--- config.mk ---
export PLATFORM = sky130hd
export DESIGN_NAME = scr1_accel_vmac_flat
export DESIGN_NICKNAME = d
export VERILOG_FILES = /design/src/rtl/scr1_accel_pkg.sv /design/src/rtl/scr1_accel_vmac_if.sv /design/src/rtl/scr1_accel_lane_mul.sv /design/src/rtl/scr1_accel_vmac.sv /design/src/flat_wrapper.sv
export SDC_FILE = /design/constraint.sdc
export NUM_CORES = 1
export LEC_CHECK = 0
export ABC_CLOCK_PERIOD_IN_PS = 6600
export CAP_MARGIN = 20
export CORE_MARGIN = 10
export CORE_UTILIZATION = 53
export CTS_CLUSTER_SIZE = 24
export DETAILED_ROUTE_END_ITERATION = 12
export PLACE_DENSITY = 0.79
export SLEW_MARGIN = 20
export SYNTH_ARGS = -nofsm -noshare
export SYNTH_HDL_FRONTEND = slang
export SYNTH_SLANG_ARGS = --single-unit
--- constraint.sdc ---
create_clock -name clk -period 6.6 [get_ports clk]
set_input_delay 1.32 -clock clk [delete_from_list [all_inputs] [get_ports clk]]
set_output_delay 1.32 -clock clk [all_outputs]
set_load 0.01 [all_outputs]
--- src/rtl/scr1_accel_pkg.sv ---
// Shared types and constants for the SCR1 vector multiply-accumulate accelerator:
// data-memory bus types, register map, CTRL bit positions and FSM states.
package scr1_accel_pkg;

   localparam int unsigned SCR1_DMEM_AWIDTH = 32;
   localparam int unsigned SCR1_DMEM_DWIDTH = 32;

   typedef enum logic {
      SCR1_MEM_CMD_RD = 1'b0,
      SCR1_MEM_CMD_WR = 1'b1
   } type_scr1_mem_cmd_e;

   typedef enum logic [1:0] {
      SCR1_MEM_WIDTH_BYTE  = 2'b00,
      SCR1_MEM_WIDTH_HWORD = 2'b01,
      SCR1_MEM_WIDTH_WORD  = 2'b10,
      SCR1_MEM_WIDTH_ERROR = 2'b11
   } type_scr1_mem_width_e;

   typedef enum logic [1:0] {
      SCR1_MEM_RESP_NOTRDY = 2'b00,
      SCR1_MEM_RESP_RDY_OK = 2'b01,
      SCR1_MEM_RESP_RDY_ER = 2'b10
   } type_scr1_mem_resp_e;

   // Default geometry: four 8-bit lanes packed in one 32-bit word
   localparam int unsigned VMAC_LANES_DEF = 4;
   localparam int unsigned VMAC_EW_DEF    = 8;

   // Register offsets, decoded from addr[4:2]
   localparam logic [2:0] VMAC_OFS_CTRL  = 3'd0;
   localparam logic [2:0] VMAC_OFS_COUNT = 3'd1;
   localparam logic [2:0] VMAC_OFS_A     = 3'd2;
   localparam logic [2:0] VMAC_OFS_B     = 3'd3;
   localparam logic [2:0] VMAC_OFS_C     = 3'd4;
   localparam logic [2:0] VMAC_OFS_ACC   = 3'd5;

   // CTRL bit positions
   localparam int unsigned VMAC_CTRL_GO       = 0;
   localparam int unsigned VMAC_CTRL_MODE     = 1;
   localparam int unsigned VMAC_CTRL_ACC_KEEP = 2;
   localparam int unsigned VMAC_CTRL_BUSY     = 30;
   localparam int unsigned VMAC_CTRL_DONE     = 31;

   typedef enum logic [1:0] {
      StIdle = 2'd0,
      StRun  = 2'd1,
      StDone = 2'd2
   } vmac_state_e;

   // Sub-word stores land as the low byte/hword copied across the whole word
   function automatic logic [31:0] vmac_replicate(input type_scr1_mem_width_e width,
                                                  input logic [31:0]           data);
      logic [31:0] res;
      case (width)
         SCR1_MEM_WIDTH_BYTE:  res = {4{data[7:0]}};
         SCR1_MEM_WIDTH_HWORD: res = {2{data[15:0]}};
         default:              res = data;
      endcase
      return res;
   endfunction

endpackage

--- src/rtl/scr1_accel_vmac_if.sv ---
// Core data-memory port of the accelerator; the core side is the master.
interface scr1_accel_vmac_if;
   import scr1_accel_pkg::*;

   logic                        dmem_req;
   type_scr1_mem_cmd_e          dmem_cmd;
   type_scr1_mem_width_e        dmem_width;
   logic [SCR1_DMEM_AWIDTH-1:0] dmem_addr;
   logic [SCR1_DMEM_DWIDTH-1:0] dmem_wdata;
   logic                        dmem_req_ack;
   logic [SCR1_DMEM_DWIDTH-1:0] dmem_rdata;
   type_scr1_mem_resp_e         dmem_resp;

   modport master (
      output dmem_req,
      output dmem_cmd,
      output dmem_width,
      output dmem_addr,
      output dmem_wdata,
      input  dmem_req_ack,
      input  dmem_rdata,
      input  dmem_resp
   );

   modport slave (
      input  dmem_req,
      input  dmem_cmd,
      input  dmem_width,
      input  dmem_addr,
      input  dmem_wdata,
      output dmem_req_ack,
      output dmem_rdata,
      output dmem_resp
   );

endinterface

--- src/rtl/scr1_accel_lane_mul.sv ---
// Combinational unsigned EW x EW -> 2*EW lane multiplier.
module scr1_accel_lane_mul #(
   parameter int unsigned EW = 8
) (
   input  logic [EW-1:0]   a_i,
   input  logic [EW-1:0]   b_i,
   output logic [2*EW-1:0] p_o
);

   // Operands widened first so the product is computed at full width
   always_comb begin
      p_o = {{EW{1'b0}}, a_i} * {{EW{1'b0}}, b_i};
   end

endmodule

--- src/rtl/scr1_accel_vmac.sv ---
// Memory-mapped vector multiply / dot-product accelerator. One lane is
// processed per cycle through a single shared multiplier.
module scr1_accel_vmac
   import scr1_accel_pkg::*;
#(
   parameter int unsigned LANES = VMAC_LANES_DEF,
   parameter int unsigned EW    = VMAC_EW_DEF
) (
   input logic              clk,
   input logic              rst_n,
   scr1_accel_vmac_if.slave dmem
);

   localparam int unsigned CntW = 3;

   // Bus decode
   logic        wr_req;
   logic        rd_req;
   logic [2:0]  ofs;
   logic [31:0] wdata_rep;
   logic        go_accept;

   // Architectural state
   vmac_state_e         state_q, state_d;
   logic [CntW-1:0]     count_q, count_d;
   logic [31:0]         a_q, a_d;
   logic [31:0]         b_q, b_d;
   logic [31:0]         c_q, c_d;
   logic [31:0]         acc_q, acc_d;
   logic                mode_q, mode_d;
   logic                keep_q, keep_d;
   logic                go_q, go_d;

   // Response path
   type_scr1_mem_resp_e resp_q, resp_d;
   logic [2:0]          rd_sel_q, rd_sel_d;
   logic [1:0]          rd_shift_q, rd_shift_d;
   logic [31:0]         rd_word;
   logic [31:0]         ctrl_rd;

   // Lane datapath
   logic [EW-1:0]       a_lane;
   logic [EW-1:0]       b_lane;
   logic [2*EW-1:0]     prod;

   logic                unused_addr;

   assign unused_addr = ^dmem.dmem_addr[SCR1_DMEM_AWIDTH-1:5];

   // Decode the incoming request; GO is refused while a run is in flight
   always_comb begin
      wr_req    = dmem.dmem_req && (dmem.dmem_cmd == SCR1_MEM_CMD_WR);
      rd_req    = dmem.dmem_req && (dmem.dmem_cmd == SCR1_MEM_CMD_RD);
      ofs       = dmem.dmem_addr[4:2];
      wdata_rep = vmac_replicate(dmem.dmem_width, dmem.dmem_wdata);
      go_accept = wr_req && (ofs == VMAC_OFS_CTRL) && wdata_rep[VMAC_CTRL_GO]
                  && (state_q != StRun);
   end

   // Select the operand elements of the lane addressed by COUNT
   always_comb begin
      a_lane = '0;
      b_lane = '0;
      for (int i = 0; i < LANES; i++) begin
         if (count_q == CntW'(i)) begin
            a_lane = a_q[i*EW +: EW];
            b_lane = b_q[i*EW +: EW];
         end
      end
   end

   scr1_accel_lane_mul #(
      .EW (EW)
   ) u_lane_mul (
      .a_i (a_lane),
      .b_i (b_lane),
      .p_o (prod)
   );

   // Next-state: FSM, operand writes and per-lane result accumulation
   always_comb begin
      state_d = state_q;
      count_d = count_q;
      a_d     = a_q;
      b_d     = b_q;
      c_d     = c_q;
      acc_d   = acc_q;
      mode_d  = mode_q;
      keep_d  = keep_q;
      go_d    = 1'b0;

      // Operands are frozen for the whole run
      if (wr_req && (state_q != StRun)) begin
         if (ofs == VMAC_OFS_A) a_d = wdata_rep;
         if (ofs == VMAC_OFS_B) b_d = wdata_rep;
      end

      case (state_q)
         StIdle, StDone: begin
            if (go_accept) begin
               state_d = StRun;
               count_d = '0;
               c_d     = '0;
               mode_d  = wdata_rep[VMAC_CTRL_MODE];
               keep_d  = wdata_rep[VMAC_CTRL_ACC_KEEP];
               go_d    = 1'b1;
               if (!wdata_rep[VMAC_CTRL_ACC_KEEP]) acc_d = '0;
            end
         end
         StRun: begin
            count_d = count_q + CntW'(1);
            if (mode_q) begin
               acc_d = acc_q + 32'(prod);
            end else begin
               for (int i = 0; i < LANES; i++) begin
                  if (count_q == CntW'(i)) c_d[i*EW +: EW] = prod[EW-1:0];
               end
            end
            // COUNT reaches LANES on the same edge that enters DONE
            if (count_q == CntW'(LANES - 1)) state_d = StDone;
         end
         default: state_d = StIdle;
      endcase
   end

   // Response status and the read selector latched with each read request
   always_comb begin
      resp_d     = dmem.dmem_req ? SCR1_MEM_RESP_RDY_OK : SCR1_MEM_RESP_NOTRDY;
      rd_sel_d   = rd_sel_q;
      rd_shift_d = rd_shift_q;
      if (rd_req) begin
         rd_sel_d   = ofs;
         rd_shift_d = dmem.dmem_addr[1:0];
      end
   end

   // State update with synchronous active-low reset; reset aborts any run
   always_ff @(posedge clk) begin
      if (!rst_n) begin
         state_q    <= StIdle;
         count_q    <= '0;
         a_q        <= '0;
         b_q        <= '0;
         c_q        <= '0;
         acc_q      <= '0;
         mode_q     <= 1'b0;
         keep_q     <= 1'b0;
         go_q       <= 1'b0;
         resp_q     <= SCR1_MEM_RESP_NOTRDY;
         rd_sel_q   <= '0;
         rd_shift_q <= '0;
      end else begin
         state_q    <= state_d;
         count_q    <= count_d;
         a_q        <= a_d;
         b_q        <= b_d;
         c_q        <= c_d;
         acc_q      <= acc_d;
         mode_q     <= mode_d;
         keep_q     <= keep_d;
         go_q       <= go_d;
         resp_q     <= resp_d;
         rd_sel_q   <= rd_sel_d;
         rd_shift_q <= rd_shift_d;
      end
   end

   // Read mux over the latched selector; the shift aligns sub-word reads
   always_comb begin
      ctrl_rd                     = '0;
      ctrl_rd[VMAC_CTRL_DONE]     = (state_q == StDone);
      ctrl_rd[VMAC_CTRL_BUSY]     = (state_q == StRun);
      ctrl_rd[VMAC_CTRL_ACC_KEEP] = keep_q;
      ctrl_rd[VMAC_CTRL_MODE]     = mode_q;
      ctrl_rd[VMAC_CTRL_GO]       = go_q;

      case (rd_sel_q)
         VMAC_OFS_CTRL:  rd_word = ctrl_rd;
         VMAC_OFS_COUNT: rd_word = 32'(count_q);
         VMAC_OFS_A:     rd_word = a_q;
         VMAC_OFS_B:     rd_word = b_q;
         VMAC_OFS_C:     rd_word = c_q;
         VMAC_OFS_ACC:   rd_word = acc_q;
         default:        rd_word = '0;
      endcase
   end

   assign dmem.dmem_req_ack = 1'b1;
   assign dmem.dmem_rdata   = rd_word >> {rd_shift_q, 3'b000};
   assign dmem.dmem_resp    = resp_q;

endmodule

--- src/flat_wrapper.sv ---
// flat-port wrapper written by rule: the top's interface ports become plain ports
module scr1_accel_vmac_flat import scr1_accel_pkg::*;
#(
   parameter int unsigned LANES = VMAC_LANES_DEF,
   parameter int unsigned EW    = VMAC_EW_DEF
)
  (clk, rst_n, dmem_dmem_req, dmem_dmem_cmd, dmem_dmem_width, dmem_dmem_addr, dmem_dmem_wdata, dmem_dmem_req_ack, dmem_dmem_rdata, dmem_dmem_resp);
  scr1_accel_vmac_if dmem_i ();
  input logic clk;
  input logic rst_n;
  input wire logic [$bits(dmem_i.dmem_req)-1:0] dmem_dmem_req;
  input wire logic [$bits(dmem_i.dmem_cmd)-1:0] dmem_dmem_cmd;
  input wire logic [$bits(dmem_i.dmem_width)-1:0] dmem_dmem_width;
  input wire logic [$bits(dmem_i.dmem_addr)-1:0] dmem_dmem_addr;
  input wire logic [$bits(dmem_i.dmem_wdata)-1:0] dmem_dmem_wdata;
  output wire logic [$bits(dmem_i.dmem_req_ack)-1:0] dmem_dmem_req_ack;
  output wire logic [$bits(dmem_i.dmem_rdata)-1:0] dmem_dmem_rdata;
  output wire logic [$bits(dmem_i.dmem_resp)-1:0] dmem_dmem_resp;
  assign dmem_i.dmem_req = dmem_dmem_req;
  assign dmem_i.dmem_cmd = dmem_dmem_cmd;
  assign dmem_i.dmem_width = dmem_dmem_width;
  assign dmem_i.dmem_addr = dmem_dmem_addr;
  assign dmem_i.dmem_wdata = dmem_dmem_wdata;
  assign dmem_dmem_req_ack = dmem_i.dmem_req_ack;
  assign dmem_dmem_rdata = dmem_i.dmem_rdata;
  assign dmem_dmem_resp = dmem_i.dmem_resp;
  scr1_accel_vmac #(.LANES(LANES), .EW(EW)) u_core (.clk(clk), .rst_n(rst_n), .dmem(dmem_i));
endmodule
# Yosys cells after proc, flatten, opt, wreduce, memory -nomap -nowiden
# Index checks and enable logic that the tools add are counted.
# W data, S select, Z words.
dict set report word_totals {
  out_inout_bits 35
  word_cells 94
  register_bits 143
  in_bits 70
}
dict set report classes {
  multipliers 1
  eq_ne 22
  mux 28
  n_reduce_logical 24
  shift 1
  addsub 2
  n_bitwise 1
}
# operator count
set op_table {}
lappend op_table {{$pmux W32 S2} 3}
lappend op_table {{$pmux W32 S6} 1}
lappend op_table {{$mux W32} 5}
lappend op_table {{$mux W8} 12}
lappend op_table {{$add A32 B16 Y32} 1}
lappend op_table {{$shr A32 B5 Y32} 1}
lappend op_table {{$reduce_and A4 Y1} 5}
lappend op_table {{$eq A3 B2 Y1 const B} 6}
lappend op_table {{$mul A8 B8 Y16} 1}
lappend op_table {{$ne A2 B2 Y1 const B} 6}
lappend op_table {{$reduce_and A2 Y1} 6}
lappend op_table {{$logic_not A3 Y1} 3}
lappend op_table {{$eq A3 B1 Y1 const B} 2}
lappend op_table {{$eq A3 B3 Y1 const B} 2}
lappend op_table {{$logic_and A1 B1 Y1} 6}
lappend op_table {{$ne A2 B1 Y1 const B} 3}
lappend op_table {{$pmux W3 S2} 1}
lappend op_table {{$eq A2 B1 Y1 const B} 2}
lappend op_table {{$logic_not A2 Y1} 2}
lappend op_table {{$mux W2} 2}
lappend op_table {{$pmux W2 S2} 1}
lappend op_table {{$add A3 B1 Y3 const B} 1}
lappend op_table {{$mux W3} 1}
lappend op_table {{$eq A2 B2 Y1 const B} 1}
lappend op_table {{other kinds (4)} 5}

# Longest topological paths before layout
dict set report logic_depth {
  ltp_word 9
  depth_mapped 34
}

# Hierarchy
# From an unflattened synthesis, not the netlist that was laid out.
dict set report unflattened {
  hier_cells 1340
  area_unflattened_um2 10965.5
}
# mod cells_per_inst area_each_um2 n_inst
set modules_own_cells {}
lappend modules_own_cells {scr1_accel_vmac 1097 8841.0 1}
lappend modules_own_cells {scr1_accel_lane_mul 243 2124.5 1}

# Worst setup path before layout
# OpenSTA, ideal clock, no wires.
dict set report synth_timing {
  path_type {register to register}
  startpoint {register u_core.count_q[0]}
  endpoint {register u_core.acc_q[29]}
  path_stages_with_launch 30
  period_less_slack_ns 7.300
  n_path_buf 2
  setup_time_ns 0.125
  t_arrival_ns 7.174
  setup_slack_ns -0.700
  path_cell_list {dfxtp_1 > ha_1 > ha_1 > clkbuf_1 > nor2_1 > clkbuf_1 > a22oi_1 > or2_2 > fa_1 > fa_1 > inv_1 > fa_1 > inv_1 > fa_1 > inv_1 > ha_1 > o21a_1 > nor2_1 > or3_1 > nand3_1 > o311a_1 > xor2_1 > ha_1 > a21o_1 > a21o_1 > a211o_1 > a31oi_1 > nor3_1 > xnor2_1 > nor2_2}
}
dict set report synth_between {
  elab_chain_cells 9
  elab_cells_between_ends 16
}
# item line_no
set synth_rtl {}
lappend synth_rtl {{start: declaration} scr1_accel_vmac.sv:25} ;# logic [CntW-1:0] count_q, count_d;
lappend synth_rtl {{start signal: assignment} scr1_accel_vmac.sv:154} ;# count_q <= count_d;
lappend synth_rtl {{$logic_not A3 Y1} scr1_accel_vmac.sv:65} ;# if (count_q == CntW'(i)) begin
lappend synth_rtl {{$mux W8 (4 in series)} scr1_accel_vmac.sv:65}
lappend synth_rtl {{$mul A8 B8 Y16 *} scr1_accel_lane_mul.sv:12} ;# p_o = {{EW{1'b0}}, a_i} * {{EW{1'b0}}, b_i};
lappend synth_rtl {{$add A32 B16 Y32 *} scr1_accel_vmac.sv:113} ;# acc_d = acc_q + 32'(prod);
lappend synth_rtl {{$mux W32 *} scr1_accel_vmac.sv:112} ;# if (mode_q) begin
lappend synth_rtl {{$pmux W32 S2 *} scr1_accel_vmac.sv:98} ;# case (state_q)
lappend synth_rtl {{end signal: assignment} scr1_accel_vmac.sv:145} ;# acc_q <= '0;
lappend synth_rtl {{end signal: assignment} scr1_accel_vmac.sv:158} ;# acc_q <= acc_d;
lappend synth_rtl {{end: declaration} scr1_accel_vmac.sv:29} ;# logic [31:0] acc_q, acc_d;
# Every way passes the cells marked *; elsewhere a longest branch is shown, timed or not. The select of a mux whose other input is x is not followed.
# A chain may end at the register's enable or synchronous reset.

# Final worst setup path
dict set report layout_timing {
  startpoint {register u_core.count_q[0]}
  endpoint {register u_core.acc_q[18]}
}
# Same word-level chain as after synthesis.

==> metrics.yaml <==
max_slew.worst_pin.slew_ns: 1.18
use_met1: 0.335
critPathMaxStageDelay_ns: 0.55
antenna_found_initial: 0
crit_buf_inv: 8
synth_top_area_frac: 0.264
gp_congestion: 0.973
syn_inst: 1337
end_kind: "register"
remaining_drc_errors: 0
synth_edf_count: 0
startpoint: "u_core.count_q[0]$_SDFFE_PN0P_"
nets: 1645
multiInputGateArea_sq_um: 7790
core_sq_um: 20100
hpwl_microns: 25100
ant_nets: 0
syn-num-nets: 1503
antennaDiodeCount: 0
endpoint: "u_core.acc_q[18]$_SDFFE_PN0P_"
grtUsageMet3: 0.0561
yosys_register_bits: 142
mostFrequentLayoutCells: "nand2_1 (164), dfxtp_1 (139), nor2_1 (134)"
grt_pass1_wl_microns: 55600
failed_checks: "setup timing"
drt_pass1_iterations: 6
root_buffer: "clkbuf_16"
cp.arrival_ns: 7.14
cts_buffers: 17
p_int_mw: 1.52
max_clock_freq_mhz: 148
p_switching_mw: 0.555
cp_common_cell: "buf_4"
cp_top_family: "adder cells"
cts_tree: "done"
crit_slowest_cell: "fa_1"
status: "complete, but fails checks"
reg2reg_to: "u_core.acc_q[18]$_SDFFE_PN0P_"
fin_cells: 1762
grt_busiest_layer: "met2"
final_common_cell: "nand2_1"
fin_setup_tns_ns: -1.39
p_per_area_nw_per_um2: 151
drive_above_1_share: 0.188
synth_warnings: 0
crit_path_start_kind: "register"
synthFlopType: "dfxtp_1"
crit_cells: 32
vdd_drop_max_mv: 0.183
syn_to_final_growth_pct: 27.6
drt_iter0_drc: 1450
min_path_type: "register to register"
power_frac_clock: 0.484
p_seq_frac: 0.427
p_comb_frac: 0.090
grt_overflow_total: 0
reg2reg_slack_ns: -0.16
drv_cap: 0
die_height_microns: 162
viasPerCell: 6.09
pin_count: 105
fin_ws_ns: -0.163
die_w_microns: 162
drv_slew: 0
postLayoutCoreUtil: 0.682
place_inst: 1699
cts.sink_count: 142
drt_wl_total_microns: 35400
slew_headroom: 0.210
async_flop_share: 0
port_buffers: 75
criticalPathCategory: "register to register"
finalSetupViolCount: 13
p_leak_nw: 5.97
avgSynthCellArea_sq_um: 8.04
rows: 52
grt_start_max_net_pins: 78
finClkSkew_ns: 0.0167
yosysUniqueCellTypes: 64
htree_levels: 4
grt_use_met2: 0.407
power_switching_share: 0.268
dieArea_sq_um: 26400
synth_top_area_cell: "dfxtp_1"
seqCellArea_sq_um: 2850
required_ns: 6.98
start_util: 0.535
nFillCells: 1478
ctsHoldBuffers: 0
synthTopCellsByArea: "dfxtp_1 (26%), mux2i_1 (8.7%), fa_1 (6.9%)"
path_max_fanout: 6
r2r_cells: 32
track_usage: 0.262
r2r-start: "u_core.count_q[0]$_SDFFE_PN0P_"
grt_pass1_vias: 10300
clk_transition_reported_paths_ns: 0.08
fin_crit_sh: 1.02
synth_seq_area_share: 0.264
worstSkewPairLatency_ns: 0.44
cts_buffer_depth: 2
worstHoldPathCells: 2
min_period_ns: 6.76
hold_violations: 0
via_count: 10700
syn_area_sq_um: 10800
wire_per_inst_microns: 20.1
rsz0062_at_grt: "true"
[repair_timing]
item,in CTS,in global routing
gates resized for setup,65,43
pin swaps,40,30
setup buffers,20,9
cloned,2,0
setup endpoints to repair,21,21
[worst register-to-register path: cells and delay by family (launching register included)]
kind / cells / cell delay, ns
adder cells (fa/ha/maj): 7 / 2.81
buffers and inverters: 8 / 0.99
XOR/XNOR: 1 / 0.15
AO/OA/AOI/OAI: 7 / 1.09
AND/OR/NAND/NOR: 9 / 1.29
flip-flops: 1 / 0.38
[how the worst min path moves through the flow]
stage	from	endpoint	slack, ns
6_report	u_core.keep_q$_SDFFE_PN0P_	u_core.keep_q$_SDFFE_PN0P_	0.48
5_1_grt	u_core.keep_q$_SDFFE_PN0P_	u_core.keep_q$_SDFFE_PN0P_	0.51
4_1_cts	u_core.keep_q$_SDFFE_PN0P_	u_core.keep_q$_SDFFE_PN0P_	0.48
3_5_place_dp	u_core.keep_q$_SDFFE_PN0P_	u_core.keep_q$_SDFFE_PN0P_	0.47
3_3_place_gp	u_core.keep_q$_SDFFE_PN0P_	u_core.keep_q$_SDFFE_PN0P_	0.46
2_1_floorplan	u_core.keep_q$_SDFFE_PN0P_	u_core.keep_q$_SDFFE_PN0P_	0.44
[routing by layer]
layer / part of all wire / up-vias
li1: - / 4956
met1: 0.40 / 5032
met2: 0.44 / 591
met3: 0.10 / 155
met4: 0.057 / 0
met5: 0 / -
[registers in the layout (all words and copies together) (netlist names)]
| signal | cells |
|---|---|
| u_core.keep_q | 1 |
| u_core.c_q | 32 |
| u_core.dmem.dmem_resp | 1 |
| u_core.a_q | 32 |
| u_core.state_q | 2 |
| u_core.mode_q | 1 |
| u_core.go_q | 1 |
| u_core.count_q | 3 |
| u_core.b_q | 32 |
| u_core.rd_sel_q | 3 |
| u_core.acc_q | 32 |
| u_core.rd_shift_q | 2 |
[power groups by stage]
stage | Combinational, mW | Clock, mW | Sequential (mW)
2_1_floorplan | 0.110 | 0 | 0.890
3_3_place_gp | 0.174 | 0 | 0.902
3_5_place_dp | 0.176 | 0 | 0.902
4_1_cts | 0.181 | 0.997 | 0.883
5_1_grt | 0.198 | 1.03 | 0.886
6_report | 0.186 | 1.00 | 0.885
[area by class of cell]
type | instances | area share
repair buffers | 209 | 0.139
flip-flops and latches | 142 | 0.208
multi-input cells | 1045 | 0.568
clock buffers | 17 | 0.0310
clock inverters | 15 | 0.0129
inverters | 64 | 0.0175
well taps | 270 | 0.0246
[synth_stat cells (all sizes together) (3+ instances only)]
library cell,count
nand2,166
dfxtp,142
nor2,141
mux2i,93
clkbuf,75
a21oi,73
inv,64
o21ai,61
nor2b,60
ha,59
a22oi,37
fa,37
o211a,32
and2,30
a21boi,23
o22ai,20
nand3,19
xnor2,19
a21o,15
a221oi,14
or2,14
nor3,13
o22a,12
buf,11
a211oi,9
o21a,9
xor2,8
and3,7
nand2b,7
mux2,6
o211ai,6
o31ai,6
a31oi,5
a32o,5
nor4,5
or4,5
a31o,3
and4,3
nand4,3
[per-stage QoR]
step	area, sq um	power [mW]	setup WS (ns)	hold WS (ns)
after CTS	13500	2.06	-0.0109	0.479
after global routing	13700	2.12	-0.486	0.510
after floorplan	10900	1.00	0.00208	0.444
final	13700	2.07	-0.163	0.478
after global placement	12400	1.08	-0.399	0.460
after detailed placement	12400	1.08	-0.440	0.469
[kinds of logic (layout without fill, tap and decap cells)]
logic type | after synthesis | in the layout | synth area share
other cells | 2 | 2 | 0.000698
buf+inv | 150 | 305 | 0.0543
xor+xnor | 27 | 27 | 0.0220
compound gates | 338 | 338 | 0.216
mux | 99 | 99 | 0.0929
fa+ha+maj | 96 | 96 | 0.138
flops | 142 | 142 | 0.264
simple gates | 483 | 483 | 0.212
(Power assumes the default switching activity.)
